**src/rtl/alu_issue_ctrl.sv**
```systemverilog
// Purpose: issue/writeback controller driving a combinational ALU; filters unsupported ops into a held exception.
// Latency: transfer to first wb_en is 2 cycles (1 for zero-distance rotate); 1 op per 3 cycles, 4 for MUL/DIV.
// Backpressure: op_ready is registered and high only in IDLE; an exception holds the block until exc_ack.
//
// Ports: clk/rst (sync, active high); op_valid/op_ready/op_func/op_a/op_b/op_rd request handshake;
//        alu_a/alu_b/alu_ctrl registered ALU operands, alu_r/alu_s/alu_exc ALU results;
//        wb_en/wb_addr/wb_data register-file write; exc_valid/exc_code/exc_ack exception flag;
//        stat_ops/stat_exc saturating counters, present only when ALU_ISSUE_STATS_EN is defined (else 0).
module alu_issue_ctrl #(
  parameter int                    DATA_WIDTH = 16,
  parameter int                    CTRL_WIDTH = 4,
  parameter int                    ADDR_WIDTH = 4,
  parameter logic [ADDR_WIDTH-1:0] S_REG_ADDR = 4'd15,
  parameter logic [CTRL_WIDTH-1:0] FN_ADD     = 4'b1111,
  parameter logic [CTRL_WIDTH-1:0] FN_SUB     = 4'b1110,
  parameter logic [CTRL_WIDTH-1:0] FN_AND     = 4'b1101,
  parameter logic [CTRL_WIDTH-1:0] FN_OR      = 4'b1100,
  parameter logic [CTRL_WIDTH-1:0] FN_MUL     = 4'b0001,
  parameter logic [CTRL_WIDTH-1:0] FN_DIV     = 4'b0010,
  parameter logic [CTRL_WIDTH-1:0] FN_SLL     = 4'b1010,
  parameter logic [CTRL_WIDTH-1:0] FN_SLR     = 4'b1011,
  parameter logic [CTRL_WIDTH-1:0] FN_ROL     = 4'b1001,
  parameter logic [CTRL_WIDTH-1:0] FN_ROR     = 4'b1000
) (
  input  logic                  clk,
  input  logic                  rst,
  input  logic                  op_valid,
  output logic                  op_ready,
  input  logic [CTRL_WIDTH-1:0] op_func,
  input  logic [DATA_WIDTH-1:0] op_a,
  input  logic [DATA_WIDTH-1:0] op_b,
  input  logic [ADDR_WIDTH-1:0] op_rd,
  output logic [DATA_WIDTH-1:0] alu_a,
  output logic [DATA_WIDTH-1:0] alu_b,
  output logic [CTRL_WIDTH-1:0] alu_ctrl,
  input  logic [DATA_WIDTH:0]   alu_r,
  input  logic [DATA_WIDTH:0]   alu_s,
  input  logic                  alu_exc,
  output logic                  wb_en,
  output logic [ADDR_WIDTH-1:0] wb_addr,
  output logic [DATA_WIDTH-1:0] wb_data,
  output logic                  exc_valid,
  output logic [1:0]            exc_code,
  input  logic                  exc_ack,
  output logic [15:0]           stat_ops,
  output logic [15:0]           stat_exc
);

  localparam int SH_W = $clog2(DATA_WIDTH);

  typedef enum logic [2:0] {IDLE, EXEC, WB_R, WB_S, EXC} state_t;

  state_t                state;
  logic [ADDR_WIDTH-1:0] rd_q;
  logic [DATA_WIDTH-1:0] s_q;
  logic                  long_q;   // op writes both R and S (MUL/DIV)

  logic                  fn_valid, fn_shift, fn_rot, fn_long;
  logic                  div_zero, rot_zero;
  logic [DATA_WIDTH-1:0] b_eff;

  // The ALU's carry/extension bit is not part of the register write.
  logic unused_hi;
  assign unused_hi = alu_r[DATA_WIDTH] ^ alu_s[DATA_WIDTH];

  always_comb begin
    fn_valid = 1'b0;
    fn_shift = 1'b0;
    fn_rot   = 1'b0;
    fn_long  = 1'b0;
    case (op_func)
      FN_ADD, FN_SUB, FN_AND, FN_OR: fn_valid = 1'b1;
      FN_MUL, FN_DIV: begin
        fn_valid = 1'b1;
        fn_long  = 1'b1;
      end
      FN_SLL, FN_SLR: begin
        fn_valid = 1'b1;
        fn_shift = 1'b1;
      end
      FN_ROL, FN_ROR: begin
        fn_valid = 1'b1;
        fn_shift = 1'b1;
        fn_rot   = 1'b1;
      end
      default: ;
    endcase
    // Shift distances are reduced modulo the word width before reaching the ALU.
    b_eff    = fn_shift ? {{(DATA_WIDTH-SH_W){1'b0}}, op_b[SH_W-1:0]} : op_b;
    div_zero = (op_func == FN_DIV) && (op_b == '0);
    rot_zero = fn_rot && (op_b[SH_W-1:0] == '0);
  end

  always_ff @(posedge clk) begin
    if (rst) begin
      state     <= IDLE;
      op_ready  <= 1'b1;
      wb_en     <= 1'b0;
      wb_addr   <= '0;
      wb_data   <= '0;
      alu_a     <= '0;
      alu_b     <= '0;
      alu_ctrl  <= '0;
      exc_valid <= 1'b0;
      exc_code  <= 2'd0;
      rd_q      <= '0;
      s_q       <= '0;
      long_q    <= 1'b0;
    end else begin
      wb_en <= 1'b0;
      case (state)
        IDLE: begin
          if (op_valid && op_ready) begin
            rd_q     <= op_rd;
            long_q   <= fn_long;
            op_ready <= 1'b0;
            if (!fn_valid || div_zero) begin
              // Rejected before the ALU sees it: operand registers keep their old values.
              state     <= EXC;
              exc_valid <= 1'b1;
              exc_code  <= fn_valid ? 2'd3 : 2'd2;
            end else if (rot_zero) begin
              state   <= WB_R;
              wb_en   <= 1'b1;
              wb_addr <= op_rd;
              wb_data <= op_a;
            end else begin
              state    <= EXEC;
              alu_a    <= op_a;
              alu_b    <= b_eff;
              alu_ctrl <= op_func;
            end
          end
        end
        EXEC: begin
          if (alu_exc) begin
            state     <= EXC;
            exc_valid <= 1'b1;
            exc_code  <= 2'd1;
          end else begin
            state   <= WB_R;
            wb_en   <= 1'b1;
            wb_addr <= rd_q;
            wb_data <= alu_r[DATA_WIDTH-1:0];
            s_q     <= alu_s[DATA_WIDTH-1:0];
          end
        end
        WB_R: begin
          if (long_q) begin
            // Second write lands after the R write, so S wins when rd == S_REG_ADDR.
            state   <= WB_S;
            wb_en   <= 1'b1;
            wb_addr <= S_REG_ADDR;
            wb_data <= s_q;
          end else begin
            state    <= IDLE;
            op_ready <= 1'b1;
          end
        end
        WB_S: begin
          state    <= IDLE;
          op_ready <= 1'b1;
        end
        EXC: begin
          if (exc_ack) begin
            state     <= IDLE;
            op_ready  <= 1'b1;
            exc_valid <= 1'b0;
            exc_code  <= 2'd0;
          end
        end
        default: begin
          state    <= IDLE;
          op_ready <= 1'b1;
        end
      endcase
    end
  end

`ifdef ALU_ISSUE_STATS_EN
  logic ops_done, exc_enter;
  assign ops_done  = ((state == WB_R) && !long_q) || (state == WB_S);
  assign exc_enter = ((state == IDLE) && op_valid && op_ready && (!fn_valid || div_zero)) ||
                     ((state == EXEC) && alu_exc);

  always_ff @(posedge clk) begin
    if (rst) begin
      stat_ops <= 16'd0;
      stat_exc <= 16'd0;
    end else begin
      if (ops_done && (stat_ops != 16'hFFFF)) stat_ops <= stat_ops + 16'd1;
      if (exc_enter && (stat_exc != 16'hFFFF)) stat_exc <= stat_exc + 16'd1;
    end
  end
`else
  assign stat_ops = 16'd0;
  assign stat_exc = 16'd0;
`endif

endmodule

```
**config.mk**
```make
export PLATFORM = sky130hd
export DESIGN_NAME = alu_issue_ctrl
export DESIGN_NICKNAME = d
export VERILOG_FILES = /design/src/rtl/alu_issue_ctrl.sv
export SDC_FILE = /design/constraint.sdc
export NUM_CORES = 1
export LEC_CHECK = 0
export BUFFER_PORTS_ARGS = -buffer_cell sky130_fd_sc_hd__buf_2
export CORE_MARGIN = 5
export CORE_UTILIZATION = 47
export DETAILED_ROUTE_END_ITERATION = 8
export PLACE_DENSITY = 0.85
export SYNTH_ARGS = -nofsm -noshare
export SYNTH_HDL_FRONTEND = slang
export SYNTH_SLANG_ARGS = --single-unit
```
**constraint.sdc**
```tcl
create_clock -name clk -period 2.6 [get_ports clk]
set_input_delay 0.39 -clock clk [delete_from_list [all_inputs] [get_ports clk]]
set_output_delay 0.39 -clock clk [all_outputs]
set_load 0.005 [all_outputs]
```
==> results of run 1 <==
==> layer usage <==
| layer | up-vias | GRT usage | part of all wire |
|---|---|---|---|
| li1 | 1858 | - | - |
| met1 | 1801 | 0.2610 | 0.39 |
| met2 | 191 | 0.3413 | 0.48 |
| met3 | 24 | 0.04913 | 0.11 |
| met4 | 0 | 0.08589 | 0.021 |
| met5 | - | 0 | 0 |
==> worst max-delay path by stage <==
stage | from | endpoint | slack, ps
2_1_floorplan | op_b[0] | wb_data[10] | 460
3_3_place_gp | op_b[0] | wb_addr[0] | 240
3_5_place_dp | op_b[0] | alu_b[15] | 170
4_1_cts | state[1] | alu_b[15] | 430
5_1_grt | state[1] | alu_b[6] | 240
6_report | state[0] | alu_b[15] | 430
==> through the flow <==
step | cell area, µm² | util
5_1_grt | 4765 | 0.5858
4_1_cts | 4765 | 0.5858
2_1_floorplan | 4010 | -
6_report | 4765 | 0.5858
3_5_place_dp | 4561 | 0.5607
3_3_place_gp | 4561 | 0.5607
==> synth_stat cells, types with 2 or more instances <==
master    count  area share
o221ai_1      4      0.0090
or3_1         3      0.0048
nand3_1      26       0.033
o21ai_0      48       0.062
o32ai_1       2      0.0045
a21oi_1      52       0.067
nor4_1        4      0.0064
dfxtp_1      85        0.44
a211oi_1      2      0.0039
a22oi_1      16       0.031
buf_6         2      0.0058
a311oi_1      6       0.013
buf_4        33       0.064
nand2_1      78       0.075
nor2_1       25       0.024
a311oi_2     10       0.039
buf_2         2      0.0026
nor2b_1      14       0.022
and2_1        2      0.0032
nand2b_1      5      0.0080
clkbuf_1     31       0.030
==> worst min-delay path, stage by stage <==
cell and delay, ps:
buf_2 90, nand2_1 50, a21oi_1 50
==> logic make-up (layout without fill, tap and decap cells) <==
logic type      after synthesis  in the layout
compound gates              153            153
flops                        85             85
other cells                   1             32
buf+inv                      71            168
simple gates                165            165
xor+xnor                      1              1
==> state kept, by name, indices dropped and copies added, names as in the netlist <==
signal / cells
alu_a: 16
alu_b: 16
s_q: 16
wb_data: 16
alu_ctrl: 4
rd_q: 4
wb_addr: 4
state: 3
exc_code: 2
exc_valid: 1
long_q: 1
op_ready: 1
wb_en: 1
==> layout make-up <==
type	count	area, µm²
multi-input cells	351	1908
clock inverters	7	80.08
inverters	1	3.754
flip-flops and latches	85	1702
well taps	105	131.4
clock buffers	9	123.9
fillers	708	3369
repair buffers	151	815.8
==> power groups by stage <==
stage               Sequential (mW)  Clock [mW]  Combinational [mW]
finish                         1.54       0.960               0.923
global route                   1.56        1.04                1.02
CTS                            1.54       0.986               0.924
detailed placement             1.57           0               0.922
global placement               1.56           0               0.889
floorplan                      1.56           0               0.590
==> run metrics, run 1 <==
Final Max Slew Viols=0; Tmin final=2168 ps; Die Footprint=about 10000 µm²; Placed Cells incl. Taps=around 690; vias in the first global route=approximately 3.6k; Crit Path Class=flop to flop; Min-Delay Endpoint=s_q[6]; Die Span Y=101.0 µm; Synth Area in Adders=0; WP data required=~2900 ps; clock slew at reported path FFs=90 ps; largest net degree at the start of global routing=52; post-route ant nets=0; Clock Path Buffers=2; Crit Path Max Fanout=12; Post-synth EDFFs=0; Layout Cells excl Fill=between 700 and 800; ys flop type=dfxtp_1; post-DR wirelength/cell=15.77 µm; R2R setup slack=430 ps; hold depth=3; HP Class=primary input to flop; Yosys reg bits=85; CTS Buf Count=9; sequential fraction of the synthesis area=0.4370; area delta synth->final=22.37%; largest family of logic cells by synthesized area=compound AO/OA/AOI/OAI gates; VDD IR max=0.0004217 V; Max Clock Freq=461.3 MHz; Gate Count Post-Synth=476; ANT cells=0; clock network fraction of total power=0.281; Setup crit start kind=flop; CP Depth=6; first-pass GRT wire length=16.99 mm; Sequential Power Share=0.450; power share of the combinational group=0.270; # nets final=678; RSZ-0062 raised after global routing=no; commonest cells after routing, fill and taps aside=buf_2, dfxtp_1, nand2_1; Slew @ Worst Pin=about 1100 ps; Final Routed Wirelength=11.18 mm; Post-Synth Simple-Gate Area=0.1967; core area=8134 µm²; status=finished, final reports clean; Compound-Gate Fraction of Synth Area=0.2580; Total Routing Usage GR=0.2077; Post-Syn Area per Cell=8.180 µm²; Async SR Flop Fraction=0; share of cells above drive strength 1=0.3030; Netlist cell types=47; initial antenna violation count=0; Root Buffer=clkbuf_8; mux cell area share after synthesis=0; Int Power=2.292 mW; NetSw=1.132 mW; CP arrival=2430 ps; hold path start=alu_s[6]; Final HPWL DP=8.284 mm; hold slack=264.9 ps; max-cap viol count=0; Synth Cell Area=3894 µm²; number of DRC markers in iteration 0=219; Setup violations, final=0; Final Power=3.424 mW; LEAKAGE=slightly above 2 nW; setup_tns=0 ps; Final GP Congestion=between 0.8 and 0.9; Via density=5.464; die width=slightly above 100 µm; Worst path top cell family by delay=simple AND/OR/NAND/NOR gates; post-route DRC violation count=0; worst-case reg-to-reg path depth=6; number of H-tree levels=3; Post-CTS Setup Inserts=0; crit-path max cell delay=around 420 ps; Starting Density=0.4787; Worst R2R End=alu_b[15]; pwr/cell area=718.6 nW/µm²; # port buffers=137; Synth Area in XOR/XNOR=0.002249; total grt overflow=0; slowest CP cell=dfxtp_1; Worst Setup End Kind=flop; via count=3874; CTS Hold Bufs=0; Slew Limit Headroom=0.2689; final worst-path cycle share=0.8337; Switching Fraction=0.3307; FP Rows=33; worst r2r src=state[0]; Resized Gates After CTS=0; Pre-antenna DRT Iters=5; synth warn=0; crit path buf inv count=1; Place WS=between 150 and 200 ps; TritonCTS Sinks=85; final worst setup slack=432.4 ps; Cell Chain, Critical Path=nor3_1 -> buf_4 -> and3_1 -> and2_1 -> nand2_1 -> o21ai_0; Ports=between 150 and 200; clock latency on the worst-skew pair=350 ps; commonest non-fill, non-tap cell in the layout=buf_2; Setup Skew=~12 ps; CTS tree=yes; final hold vios=0
Note: power is estimated with default switching activity, not from simulation.
==> run 2: changes to the inputs <==
--- a/config.mk
+++ b/config.mk
@@ -5,11 +5,12 @@
 export SDC_FILE = /design/constraint.sdc
 export NUM_CORES = 1
 export LEC_CHECK = 0
+export ABC_AREA = 1
 export BUFFER_PORTS_ARGS = -buffer_cell sky130_fd_sc_hd__buf_2
 export CORE_MARGIN = 5
 export CORE_UTILIZATION = 47
 export DETAILED_ROUTE_END_ITERATION = 8
-export PLACE_DENSITY = 0.85
+export PLACE_DENSITY = 0.84
 export SYNTH_ARGS = -nofsm -noshare
 export SYNTH_HDL_FRONTEND = slang
 export SYNTH_SLANG_ARGS = --single-unit
==> constraint.sdc (replaced) <==
create_clock -name clk -period 2.2 [get_ports clk]
set_input_delay 0.33 -clock clk [delete_from_list [all_inputs] [get_ports clk]]
set_output_delay 0.33 -clock clk [all_outputs]
set_load 0.005 [all_outputs]
==> run 2 against run 1 <==
Effect of this change:
- fmax grew 23%
- combinational power grew 19%
- hold slack lost 60 ps
- critical path type unchanged
- critical endpoint is now wb_data[0]
- largest power group unchanged
==> run metrics, run 2 <==
ys flop type=dfxtp_1; R2R setup slack=440 ps (about the same); Worst path top cell family by delay=simple AND/OR/NAND/NOR gates; largest area contributor in the netlist=dfxtp_1; initial antenna violation count=0 (unchanged); commonest non-fill, non-tap cell in the layout=buf_2; commonest cells after routing, fill and taps aside=buf_2, nand2_1, dfxtp_1; Root Buffer=clkbuf_8; Storage cell area=1702 µm² (unchanged); area share of the largest cell type after synthesis=0.4246 (-0.01242); Slew Limit Headroom=0.5920 (+0.3231); fill cell count=782 (+10%); Final HPWL DP=8.030 mm (-3.1%); Clock Path Buffers=2 (unchanged); via count=3965 (+2.3%); most frequent CP cell=nor2_4; Pre-antenna DRT Iters=5 (unchanged); clock latency on the worst-skew pair=350 ps (about the same); Die Footprint=10470 µm² (+2.6%); Slew @ Worst Pin=611.4 ps (-481.3 ps); Worst Setup End Kind=flop; TritonCTS Sinks=85 (unchanged); area delta synth->final=21.11%; CP startpoint=state[0]; post-route DRC violation count=0 (unchanged); number of H-tree levels=3 (unchanged); cell with the most instances after synthesis=nand2_1; Final Routed Wirelength=10.85 mm (-3.0%); Sequential Power Share=0.449 (about the same); Via density=5.006 (-8.4%); Synth Area in XOR/XNOR=0 (-0.002249); Gate Count Post-Synth=553 (+16%); LEAKAGE=2.338 nW (+16%); Post-Syn Area per Cell=7.247 µm² (-11%); die width=102.3 µm (+1.3%); area of the multi-input gates=1804 µm² (-5.4%); hold slack=205.0 ps (-59.86 ps); CP arrival=2040 ps (-390 ps); final worst setup slack=435.8 ps (+3.365 ps); setup_tns=0 ps (unchanged); Starting Density=0.4853 (+0.006608); Async SR Flop Fraction=0 (unchanged); Synth Area in Adders=0 (unchanged); Compound-Gate Fraction of Synth Area=0.1942 (-0.06384); largest cells by area after synthesis=dfxtp_1, nand2_1, a21oi_1, buf_4, nand3_1; crit path to=wb_data[0]; power share of the combinational group=0.270 (about the same); CTS tree=yes; mux cell area share after synthesis=0 (unchanged); HP Class=primary input to flop; Synth Cell Area=4008 µm² (+2.9%); largest family of logic cells by synthesized area=simple AND/OR/NAND/NOR gates; final worst-path cycle share=0.8019 (-0.03177); post-DR wirelength/cell=13.70 µm (-13%); synth warn=0 (unchanged); Place WS=372.9 ps (+207.3 ps); WP data required=2480 ps (-380 ps); Netlist cell types=27 (-43%); final hold vios=0 (unchanged); CTS Buf Count=9 (unchanged); total grt overflow=0 (unchanged); Worst R2R End=wb_data[0]; Setup Skew=13.04 ps (+1.432 ps); Resized Gates After CTS=0 (unchanged); # port buffers=137 (unchanged); VDD IR max=0.0003947 V (-6.4%); clock network fraction of total power=0.281 (about the same); Yosys reg bits=85 (unchanged); Post-CTS Setup Inserts=0 (unchanged); post-route ant nets=0 (unchanged); Post-synth EDFFs=0 (unchanged); CP Depth=8 (+2); Die Span Y=102.3 µm (+1.3%); # nets final=761 (+12%); worst-case reg-to-reg path depth=8 (+2); Max Clock Freq=566.8 MHz (+23%); Final Max Slew Viols=0 (unchanged); pwr/cell area=837.7 nW/µm² (+17%); slowest CP cell=dfxtp_1; NetSw=1.341 mW (+18%); crit-path max cell delay=390 ps (-30 ps); Ports=172 (unchanged); Post-synth top cells=nand2_1, dfxtp_1, a21oi_1; Crit Path Max Fanout=24 (+12); Post-Synth Simple-Gate Area=0.2260 (+0.02938); Switching Fraction=0.3297 (-0.0009428); worst r2r src=state[0]; Setup violations, final=0 (unchanged); status=finished, final reports clean; vias in the first global route=3663 (+1.3%); CTS Hold Bufs=0 (unchanged); RSZ-0062 raised after global routing=no; max-cap viol count=0 (unchanged); sequential fraction of the synthesis area=0.4246 (-0.01242); Cell Chain, Critical Path=nor2_4 -> nand2_4 -> nor2_4 -> inv_2 -> o21ai_4 -> buf_4 -> o21ai_0 -> a21oi_1; Crit Path Class=flop to flop; Final GP Congestion=0.8597 (+2.0%); crit path buf inv count=2 (+1); Tmin final=1764 ps (-403.4 ps); Setup crit start kind=flop; Int Power=2.725 mW (+19%); largest net degree at the start of global routing=38 (-27%); number of DRC markers in iteration 0=236 (+7.8%); core area=8258 µm² (+1.5%); Total Routing Usage GR=0.2032 (-0.004434); share of cells above drive strength 1=0.2868 (-0.01623); clock slew at reported path FFs=90 ps (about the same); first-pass GRT wire length=17.05 mm (+0.36%); ANT cells=0 (unchanged); FP Rows=33 (unchanged)
[run 2: changes by cell type after synthesis, sizes merged, moves of 16 or more]
cell / change
a21oi: +29
a22oi: -16
a311oi: -16
clkbuf: -20
inv: +53
nand2: +16
nand3: +19
nor2: +37
[run 2: how the worst min path moves through the flow]
stage / start / endpoint / slack (ps) / cells past startpoint
global route: alu_s[14] / s_q[14] / 190 / 3
floorplan: s_q[11] / s_q[11] / 420 / 2
global placement: s_q[11] / s_q[11] / 430 / 2
CTS: alu_s[14] / s_q[14] / 190 / 3
finish: alu_s[14] / s_q[14] / 210 / 3
detailed placement: s_q[3] / s_q[3] / 440 / 2
[run 2: area by class of cell]
type | instances | share of cell area
inverters | 54 | 0.04176
clock inverters | 5 | 0.01212
well taps | 105 | 0.02707
clock buffers | 11 | 0.03119
flip-flops and latches | 85 | 0.3506
multi-input cells | 381 | 0.3717
repair buffers | 151 | 0.1655
[run 2: power by group through the flow]
stage | clock network (mW) | registers, mW | logic, mW
3_3_place_gp | 0 | 1.85 | 1.07
4_1_cts | 1.18 | 1.82 | 1.10
5_1_grt | 1.25 | 1.85 | 1.24
6_report | 1.14 | 1.82 | 1.10
2_1_floorplan | 0 | 1.86 | 0.751
3_5_place_dp | 0 | 1.86 | 1.10
[run 2: metal layers]
metal | up-vias | part of all wire | GRT usage
li1 | 1986 | - | -
met1 | 1799 | 0.41 | 0.2546
met2 | 166 | 0.49 | 0.3398
met3 | 14 | 0.092 | 0.04915
met4 | 0 | 0.012 | 0.07467
met5 | - | 0 | 0
[run 2: cell families after synthesis]
group / Yosys count
DFF: 85
other: 1
AOI/OAI and AO/OA: 141
and+or+nand+nor: 208
buffers and inverters: 118
[run 2: worst min-delay path, stage by stage]
cell	delay, ps
buf_2	80
nor2_1	40
nor2_1	80
[run 2: through the flow]
step	cell area (µm²)	instances	power [mW]	util
finish	4853	792	4.066	0.5877
global route	4853	792	4.341	0.5877
CTS	4853	792	4.106	0.5877
detailed placement	4643	776	2.958	0.5623
global placement	4643	776	2.917	0.5623
floorplan	4124	584	2.614	-
